==> config.mk <==
export PLATFORM = sky130hd
export DESIGN_NAME = game_status
export DESIGN_NICKNAME = d
export VERILOG_FILES = /design/src/rtl/game_status.sv
export SDC_FILE = /design/constraint.sdc
export NUM_CORES = 1
export LEC_CHECK = 0
export ABC_AREA = 1
export CORE_ASPECT_RATIO = 1.5
export CORE_MARGIN = 5
export CORE_UTILIZATION = 25
export CTS_CLUSTER_SIZE = 12
export DETAILED_ROUTE_END_ITERATION = 10
export GPL_ROUTABILITY_DRIVEN = 1
export SYNTH_ARGS = -nofsm -noshare
export SYNTH_HDL_FRONTEND = slang
export SYNTH_SLANG_ARGS = --single-unit
export TNS_END_PERCENT = 100
==> constraint.sdc <==
create_clock -name clk -period 2.6 [get_ports clk]
set_input_delay 0.78 -clock clk [delete_from_list [all_inputs] [get_ports clk]]
set_output_delay 0.78 -clock clk [all_outputs]
set_load 0.05 [all_outputs]
==> src/rtl/game_status.sv <==
// game_status: HP, kills, round timer and invulnerability bookkeeping for the stage controller
module game_status #(
  parameter int MAX_HP        = 3,
  parameter int INVULN_CYCLES = 50_000_000,
  parameter int TICKS_PER_SEC = 100_000_000,
  parameter int TIME_LIMIT    = 180
) (
  input  logic       clk,
  input  logic       rst,
  input  logic [3:0] stage,
  input  logic       kill_pulse,
  input  logic       hit_pulse,
  output logic [7:0] kills,
  output logic [3:0] hp,
  output logic [7:0] time_left,
  output logic       invuln,
  output logic       gameover
);
  localparam int CW = $clog2(INVULN_CYCLES + 1);
  localparam int PW = $clog2(TICKS_PER_SEC);
  localparam logic [CW-1:0] INV_LOAD = CW'(INVULN_CYCLES);
  localparam logic [PW-1:0] PSC_TOP = PW'(TICKS_PER_SEC - 1);
  typedef enum logic [1:0] {IDLE, PLAY, OVER} state_t;
  state_t state, state_n;
  logic [CW-1:0] cnt, cnt_n;
  logic [PW-1:0] psc, psc_n;
  logic [7:0] kills_n, time_n;
  logic [3:0] hp_n;
  logic invuln_n, gameover_n, hit_ok, tick;
  // next values: title loads, play advances, everything else (over, stalls) holds
  always_comb begin
    state_n = state;
    kills_n = kills;
    hp_n = hp;
    time_n = time_left;
    cnt_n = cnt;
    psc_n = psc;
    invuln_n = invuln;
    gameover_n = gameover;
    hit_ok = hit_pulse && cnt <= CW'(1);
    tick = psc == PSC_TOP;
    if (stage == 4'h0 || state == IDLE) begin
      state_n = stage == 4'h1 ? PLAY : IDLE;
      kills_n = '0;
      hp_n = 4'(MAX_HP);
      time_n = 8'(TIME_LIMIT);
      cnt_n = '0;
      psc_n = '0;
      invuln_n = 1'b0;
      gameover_n = 1'b0;
    end else if (state == PLAY && stage == 4'h1) begin
      kills_n = kills + 8'(kill_pulse && kills != 8'hff);
      hp_n = hit_ok ? hp - 4'd1 : hp;
      cnt_n = hit_ok ? INV_LOAD : cnt != '0 ? cnt - CW'(1) : cnt;
      invuln_n = hit_ok || cnt > CW'(1);
      psc_n = tick ? '0 : psc + PW'(1);
      time_n = tick && time_left != 8'd0 ? time_left - 8'd1 : time_left;
      if (hp_n == 4'd0 || time_n == 8'd0) begin
        gameover_n = 1'b1;
        state_n = OVER;
      end
    end
  end
  // state and output registers
  always_ff @(posedge clk) begin
    if (rst) begin
      state <= IDLE;
      kills <= '0;
      hp <= 4'(MAX_HP);
      time_left <= 8'(TIME_LIMIT);
      cnt <= '0;
      psc <= '0;
      invuln <= 1'b0;
      gameover <= 1'b0;
    end else begin
      state <= state_n;
      kills <= kills_n;
      hp <= hp_n;
      time_left <= time_n;
      cnt <= cnt_n;
      psc <= psc_n;
      invuln <= invuln_n;
      gameover <= gameover_n;
    end
  end
endmodule
-- After elaboration in Yosys (flattened, before gate mapping)
Cells that the tools add are included.
- flip-flop bits (word level): 77
- latch bits: 0
- RAM bits: 0
- ROM bits: 0
- input port bits: 8
- output and inout port bits: 22
- memories: 0
- add/subtract/negate cells: 5
- $mul: 0
- div/mod/pow operators: 0
- magnitude comparators: 2
- eq/ne operators: 4
- shift operators: 0
- multiplexer cells: 9
- bitwise gates (word level): 0
- reduce and logical (&&, ||, !) cells: 20
- operator list (cell ; number):
    $mux W26 ; 2
    $add A27 B1 Y27 const B ; 1
    $eq A27 B27 Y1 const B ; 1
    $mux W27 ; 1
    $gt A26 B1 Y1 const B ; 1
    $le A26 B1 Y1 const B ; 1
    $reduce_bool A26 Y1 ; 1
    $sub A26 B1 Y26 const B ; 1
    $add A8 B1 Y8 ; 1
    $logic_not A4 Y1 ; 2
    $logic_not A8 Y1 ; 1
    $mux W8 ; 1
    $ne A8 B8 Y1 const B ; 1
    $reduce_bool A8 Y1 ; 1
    $sub A8 B1 Y8 const B ; 1
    $mux W2 ; 3
    $reduce_and A2 Y1 ; 3
    $reduce_bool A2 Y1 ; 3
    $eq A4 B1 Y1 const B ; 1
    $logic_and A1 B1 Y1 ; 4
    $mux W4 ; 1
    $sub A4 B1 Y4 const B ; 1
    $logic_or A1 B1 Y1 ; 3
    $eq A2 B1 Y1 const B ; 1
    3 further kinds ; 3

-- Longest topological paths before layout
Gate-level depths: netlist of run 1.
- depth in word-level cells: 8
- depth in mapped cells: 16

-- Worst setup path before layout of run 1
OpenSTA, ideal clock, no wires.
- path kind: in2reg
- from: in stage[3]
- to: reg psc[20]
- setup time: 0.121 ns
- arrival: 2.040 ns
- path slack: 0.440 ns
- stages: 11
- buffers on the path: 1
- cells stage by stage: nor2_1 -> nand2_1 -> nor3_4 -> inv_2 -> buf_6 -> nor3_2 -> nand2_1 -> nor2_2 -> nand3_2 -> nor3_1 -> nor3_2
- cells in the longest elaborated chain, start to end: 3
- ends and longest elaborated chain (what ; line ; RTL):
    from (decl) ; 10 ; input logic [3:0] stage,
    $logic_not A4 Y1 ; 42 ; if (stage == 4'h0 || state == IDLE) begin
    $logic_or A1 B1 Y1 ; 42 ;
    $reduce_or A2 Y1 (no line) ; n/a ;
    to (signal assigned) ; 81 ; psc <= psc_n;
    to (decl) ; 26 ; logic [PW-1:0] psc, psc_n;
Parallel ways exist; a longest one is shown, timed or not.
A chain may end at the register's enable or synchronous reset.

-- Worst setup path after layout of run 1
- from: reg hp[2]
- to: out hp[2]
- RTL lines (what ; line ; RTL):
    from (decl) ; 14 ; output logic [3:0] hp,
    from (signal assigned) ; 69 ; hp <= 4'(MAX_HP);
    from (signal assigned) ; 78 ; hp <= hp_n;
No word-level cell between the ends.

==> results of run 1 <==
[timing repair]
item,CTS,global route
resized for setup,0,17
buffers inserted,0,5
endpoints found under the setup margin,0,4
[placed cells by master (no fill, tap or decap), types with 2 or more instances in the layout]
master	count
o211ai_1	3
nand2_4	2
a21boi_0	2
o21a_1	8
o21ai_1	3
clkdlybuf4s50_1	25
clkbuf_16	9
nor3_4	2
nor2_4	4
clkbuf_1	2
nor3b_1	2
inv_1	96
xnor2_1	2
inv_2	2
nor2_2	10
clkinvlp_4	3
nor4_1	6
nand4_1	21
o21ai_0	35
nor2_1	85
nand2_1	136
a211oi_1	2
nand3_1	36
and3_1	2
dfxtp_1	77
ha_1	9
nand2_2	4
dlymetal6s2s_1	4
buf_4	40
nand3b_1	3
a21oi_1	51
nor3_1	21
a31oi_1	4
xor2_1	16
nor3_2	5
[metal layers]
layer	vias up	part of all wire (%)	global-route usage, %
li1	2336	-	-
met1	2052	39	11.9
met2	71	56	23.4
met3	30	2.7	2.41
met4	0	3.0	5.73
met5	-	0	0
[state kept, by name, indices dropped and copies added (netlist names)]
name       count
psc           27
cnt           26
kills          8
time_left      8
hp             4
state          2
gameover       1
invuln         1
[logic make-up (layout without fill, tap and decap cells)]
logic type                 count (synthesis)  count (layout)  share of synthesized area (%)
and+or+nand+nor                          345             345                           36.0
buffers and inverters                    114             187                           10.1
AOI/OAI and AO/OA                        112             112                           13.6
DFF                                       77              77                           34.3
xor gates and xnor gates                  18              18                           3.51
adders and majority gates                  9               9                           2.50
[worst reg2reg max path, stage by stage, from the launching register on]
cell and delay (ns):
dfxtp_1 0.36, inv_1 0.20, ha_1 0.23, nand3_1 0.12
nor2_1 0.11, nand2_1 0.09, nand2_2 0.12, nand4_2 0.13
buf_4 0.23, nand2_2 0.17, clkinvlp_4 0.17, o21ai_0 0.11
a21oi_1 0.06
[metrics by stage]
stage / setup slack (ns) / std cells
floorplan: 0.440 / 675
global placement: -0.152 / 944
detailed placement: -0.179 / 944
CTS: 0.150 / 959
global route: 0.145 / 965
finish: 0.199 / 965
[power groups by stage]
stage	combinational [mW]	clock [mW]	sequential, mW
floorplan	0.0220	0	1.21
global placement	0.0445	0	1.21
detailed placement	0.0443	0	1.21
CTS	0.0445	1.30	1.18
global route	0.0509	1.34	1.18
finish	0.0466	1.26	1.18
[final cells by class]
class                           instances  area [sq um]
Timing Repair Buffer                   71           632
Timing Repair inverter                  1          7.51
Sequential cell                        77          1540
Tap cell                              217           272
Multi-Input combinational cell        484          2530
Fill cell                            1921         12100
Clock inverter                          3          46.3
Inverter                              100           382
Clock buffer                           12           246
[how the worst max path moves through the flow]
stage | start | endpoint | cells past startpoint
after floorplan | stage[3] | psc[20]$_SDFFE_PP0P_ | 11
after global placement | stage[0] | psc[25]$_SDFFE_PP0P_ | 12
after detailed placement | stage[0] | psc[13]$_SDFFE_PP0P_ | 12
after CTS | stage[0] | psc[13]$_SDFFE_PP0P_ | 12
after global routing | time_left[0]$_SDFFE_PP0P_ | time_left[0] | 1
final | hp[2]$_SDFFE_PP0P_ | hp[2] | 1
==> flow_summary.toml, run 1 <==
[die]
die-area_sq_um = 20800
coreArea_sq_um = 17800
die_y_um = 174
rows = 60
io_pins = 30
die_w_um = 119
start_util_pct = 25.3

[worst_setup_path]
r2r_end = "cnt[2]$_SDFFE_PP0P_"
crit_family = "buffers and inverters"
crit_type = "reg -> out"
max_stage_delay_ns = 0.87
path_buf_inv = 1
crit_path_max_fanout = 5
critPathSlowestCell = "clkdlybuf4s50_1"
rrSetupSlack_ns = 0.38
crit_chain = "clkdlybuf4s50_1"
r2r_start = "cnt[0]$_SDFFE_PP0P_"
critPathRequiredTime_ns = 1.82
arrival_ns = 1.62
worstSetupStartpointType = "flip-flop"
rr_worst_depth = 12
end_kind = "primary output"

[cts]
htree_levels = 3
clock-sinks = 77
cts.root.buffer_cell = "clkbuf_16"
clk_pin_slew_ns = 0.06
max-clock-path-buffers = 2
cts_buffers = 9
clkLatencyLatePin_ns = 0.34
cts_tree = "yes"
cts-hold-fix-buffers = 0

[placed_design]
routabilityCongestion = 0.922
dp_hpwl_um = 9890
dpl-instance-area_sq_um = 5270
io_buffers = 29

[hold_path]
whs_path_depth = 2
hold_end = "cnt[22]$_SDFFE_PP0P_"
hold_path_class = "reg -> reg"
min_from = "cnt[22]$_SDFFE_PP0P_"

[timing]
slew_headroom_pct = 62.8
setup_violations = 0
rsz0062_at_grt = "false"
finalMaxSlewViolations = 0
worst_slew_pin_slew_ns = 0.557
tns_ns = 0
max_freq_mhz = 416
fin_crit_sh_pct = 92.4
hold_violations = 0
finalClockSkew_ns = 0.00706
holdWs_ns = 0.463
period_minus_slack_ns = 2.40

[yosys]
synthDistinctLibCells = 42
seq_area_frac_synth_pct = 34.3
yosys.area.top_type_share_pct = 34.3
synthTopCellsByCount = "nand2_1, inv_1, nor2_1"
syn-num-nets = 692
syn_avg_cell_area_sq_um = 6.66
yosys-top-cells-area = "dfxtp_1, nand2_1, inv_1, nor2_1, a21oi_1"
syn_area_sq_um = 4500
synth_top_cell_by_area = "dfxtp_1"
synthFlopType = "dfxtp_1"
ys_async_sr_fraction_pct = 0
yosysMostFrequentCell = "nand2_1"
netlist_instances = 675
synth_edf_count = 0
yosysWarningCount = 0
ys_seq_elements = 77

[pwr]
p_per_area_nw_per_um2 = 440
p_leak_nw = 2.39
switchingPower_mw = 0.524
clkPwrFrac_pct = 50.7
ir_drop_mv = 0.257
p_comb_share_pct = 1.9
netSwitchingFraction_pct = 21.0
intPower_mw = 1.97
power_mw = 2.49
share_seq_of_total_power_pct = 47.4

[routing]
drt_iter0_drc = 231
dr.pass1.iters = 6
drc = 0
vias = 4489
wl_um = 12600
routedWlPerCell_um = 13.0
viasPerCell = 4.65
antenna_left = 0

[global_route]
grt_pass1_vias = 4211
overflow = 0
grt_use_total_pct = 12.0
grt_start_max_net_pins = 29
antenna_found_initial = 0
grt_pass1_wl_um = 20200

[final_layout]
final_util_pct = 31.8
finish.net_count = 761
drive_gt1_share_pct = 12.6
postLayoutCellArea_sq_um = 5660
area_growth_pct = 25.9
antennaDiodeCount = 0

[run_status]
status = "finished, final reports clean"

[flow_run]
cap_violations = 0
Power figures use the tool's default switching activity.
==> inputs of run 2 (changes only) <==
CAP_MARGIN = 5   (was default)
CORE_UTILIZATION = 45   (was 25)
TNS_END_PERCENT = default   (was 100)
==> run 2 against run 1 <==
Sequential share of layout area increased by 1.2 points. Final area decreased by 4.1%. Combinational power shrank 4.5%. Non-clock buffer count shrank 7. Critical path type is now in -> reg.
==> flow_summary.toml, run 2 (synthesized netlist as in run 1, its figures left out) <==
[worst_setup_path]
max_stage_delay_ns = 0.47
crit_chain = "clkdlybuf4s50_1, inv_1, nor2_2, nand2_1, nor3_4, buf_4, nand4_2, buf_4, nand2_1, inv_1, o21ai_0, a21oi_1"
end_kind = "flip-flop"
crit_type = "in -> reg"
path_buf_inv = 5
critPathRequiredTime_ns = 2.81
arrival_ns = 2.71
worstSetupStartpointType = "input port"
crit_path_max_fanout = 11
critPathSlowestCell = "clkdlybuf4s50_1"
crit_family = "buffers and inverters"

[timing]
holdWs_ns = 0.463
setup_violations = 0
fin_crit_sh_pct = 96.2
hold_violations = 0
period_minus_slack_ns = 2.50
finalMaxSlewViolations = 0
finalClockSkew_ns = 0.00506
worst_slew_pin_slew_ns = 0.502
rsz0062_at_grt = "true"
max_freq_mhz = 400
slew_headroom_pct = 66.4

[cts]
clk_pin_slew_ns = 0.06
max-clock-path-buffers = 2
cts_buffers = 9
cts.root.buffer_cell = "clkbuf_16"
clkLatencyLatePin_ns = 0.33
cts_tree = "yes"
htree_levels = 3
clock-sinks = 77

[die]
io_pins = 30
coreArea_sq_um = 9740
start_util_pct = 46.1
die_w_um = 91.6
die_y_um = 132
die-area_sq_um = 12100
rows = 44

[routing]
routedWlPerCell_um = 14.0
drt_iter0_drc = 151
viasPerCell = 5.26
antenna_left = 0
wl_um = 12000
drc = 0
dr.pass1.iters = 4
vias = 4504

[global_route]
grt_start_max_net_pins = 29
grt_pass1_vias = 4486
overflow = 0
grt_pass1_wl_um = 20400
antenna_found_initial = 0
grt_use_total_pct = 20.6

[placed_design]
io_buffers = 29
place_inst = 838
dp_hpwl_um = 9490
routabilityCongestion = 1.01

[final_layout]
antennaDiodeCount = 0
layoutNonFillerInstCount = 856
drive_gt1_share_pct = 11.1
area_growth_pct = 20.8
finish.net_count = 753
num-fill-cells = 991
regMostFlops = "psc"
reg_top3 = "psc x27, cnt x26"
largest_reg_flops = 27
final_cell_mix = "nand2_1, inv_1, nor2_1"
layout_commonest_cell = "nand2_1"

[pwr]
p_per_area_nw_per_um2 = 430
ir_drop_mv = 0.299
p_leak_nw = 2.33

[hold_path]
hold_path_class = "reg -> reg"

[flow_run]
cap_violations = 0

[run_status]
status = "finished, final reports clean"
## run 2: cell count changes in the layout (fill, tap and decap cells not counted), moves of 4 or more
| cell | previous run | this run |
|---|---|---|
| dlymetal6s2s_1 | 4 | 0 |
| clkinv_2 | 0 | 4 |
| clkdlybuf4s50_1 | 25 | 29 |
| buf_4 | 40 | 32 |
## run 2: stage by stage
stage / setup TNS (ns) / cell area (sq um) / utilization [%] / total power, mW / setup slack (ns)
after floorplan: 0 / 4500 / - / 1.23 / 0.440
after global placement: -2.86 / 5140 / 52.7 / 1.25 / -0.234
after detailed placement: -3.20 / 5140 / 52.7 / 1.25 / -0.214
after CTS: 0 / 5400 / 55.4 / 2.36 / 0.131
after global routing: -0.139 / 5430 / 55.7 / 2.42 / -0.0351
final: 0 / 5430 / 55.7 / 2.34 / 0.0998
## run 2: worst paths after layout
path	from	end	slack, ns	cells after the start
worst min register to register	cnt[21]$_SDFFE_PP0P_	cnt[21]$_SDFFE_PP0P_	0.46	2
worst max register to register	cnt[8]$_SDFFE_PP0P_	cnt[11]$_SDFFE_PP0P_	0.47	11
worst max-delay path	stage[0]	cnt[11]$_SDFFE_PP0P_	0.1	12
worst min-delay path	cnt[21]$_SDFFE_PP0P_	cnt[21]$_SDFFE_PP0P_	0.46	2
## run 2: power by group
part           internal [mW]  switching, mW
clock                  0.640          0.471
combinational         0.0200         0.0245
sequential              1.18       0.000210
## run 2: worst register-to-register path: cells and delay by family, from the launching register on
family,cells,cell delay [ns]
AND/OR/NAND/NOR,7,1.14
flip-flops,1,0.31
buffers and inverters,2,0.39
AO/OA/AOI/OAI,2,0.18
## run 2: layout make-up
cell class	instances	area (sq um)	area share, %
multi-input cells	484	2510	46.3
clock buffers	11	233	4.29
well taps	115	144	2.65
inverters	100	378	6.96
clock inverters	5	27.5	0.507
repair buffers	64	591	10.9
flip-flops and latches	77	1540	28.4
## run 2: timing repair
item                                   4_1_cts  5_1_grt
setup endpoints to repair                    0        3
hold buffers                                 0        0
endpoints found under the hold margin        0        0
buffers inserted                             0        2
resized for setup                            0        5
## run 2: per-layer routing
| metal | vias to the layer above | part of all wire [%] | track usage [%] |
|---|---|---|---|
| met3 | 43 | 1.9 | 3.24 |
| met1 | 2065 | 38 | 20.6 |
| met5 | - | 0 | 0 |
| li1 | 2329 | - | - |
| met2 | 67 | 55 | 39.3 |
| met4 | 0 | 5.2 | 12.0 |
==> inputs of run 3 (changes only) <==
GPL_ROUTABILITY_DRIVEN = default   (was 1)
==> results of run 3 <==
Final layout, timing and power as in run 2 (identical DEF).
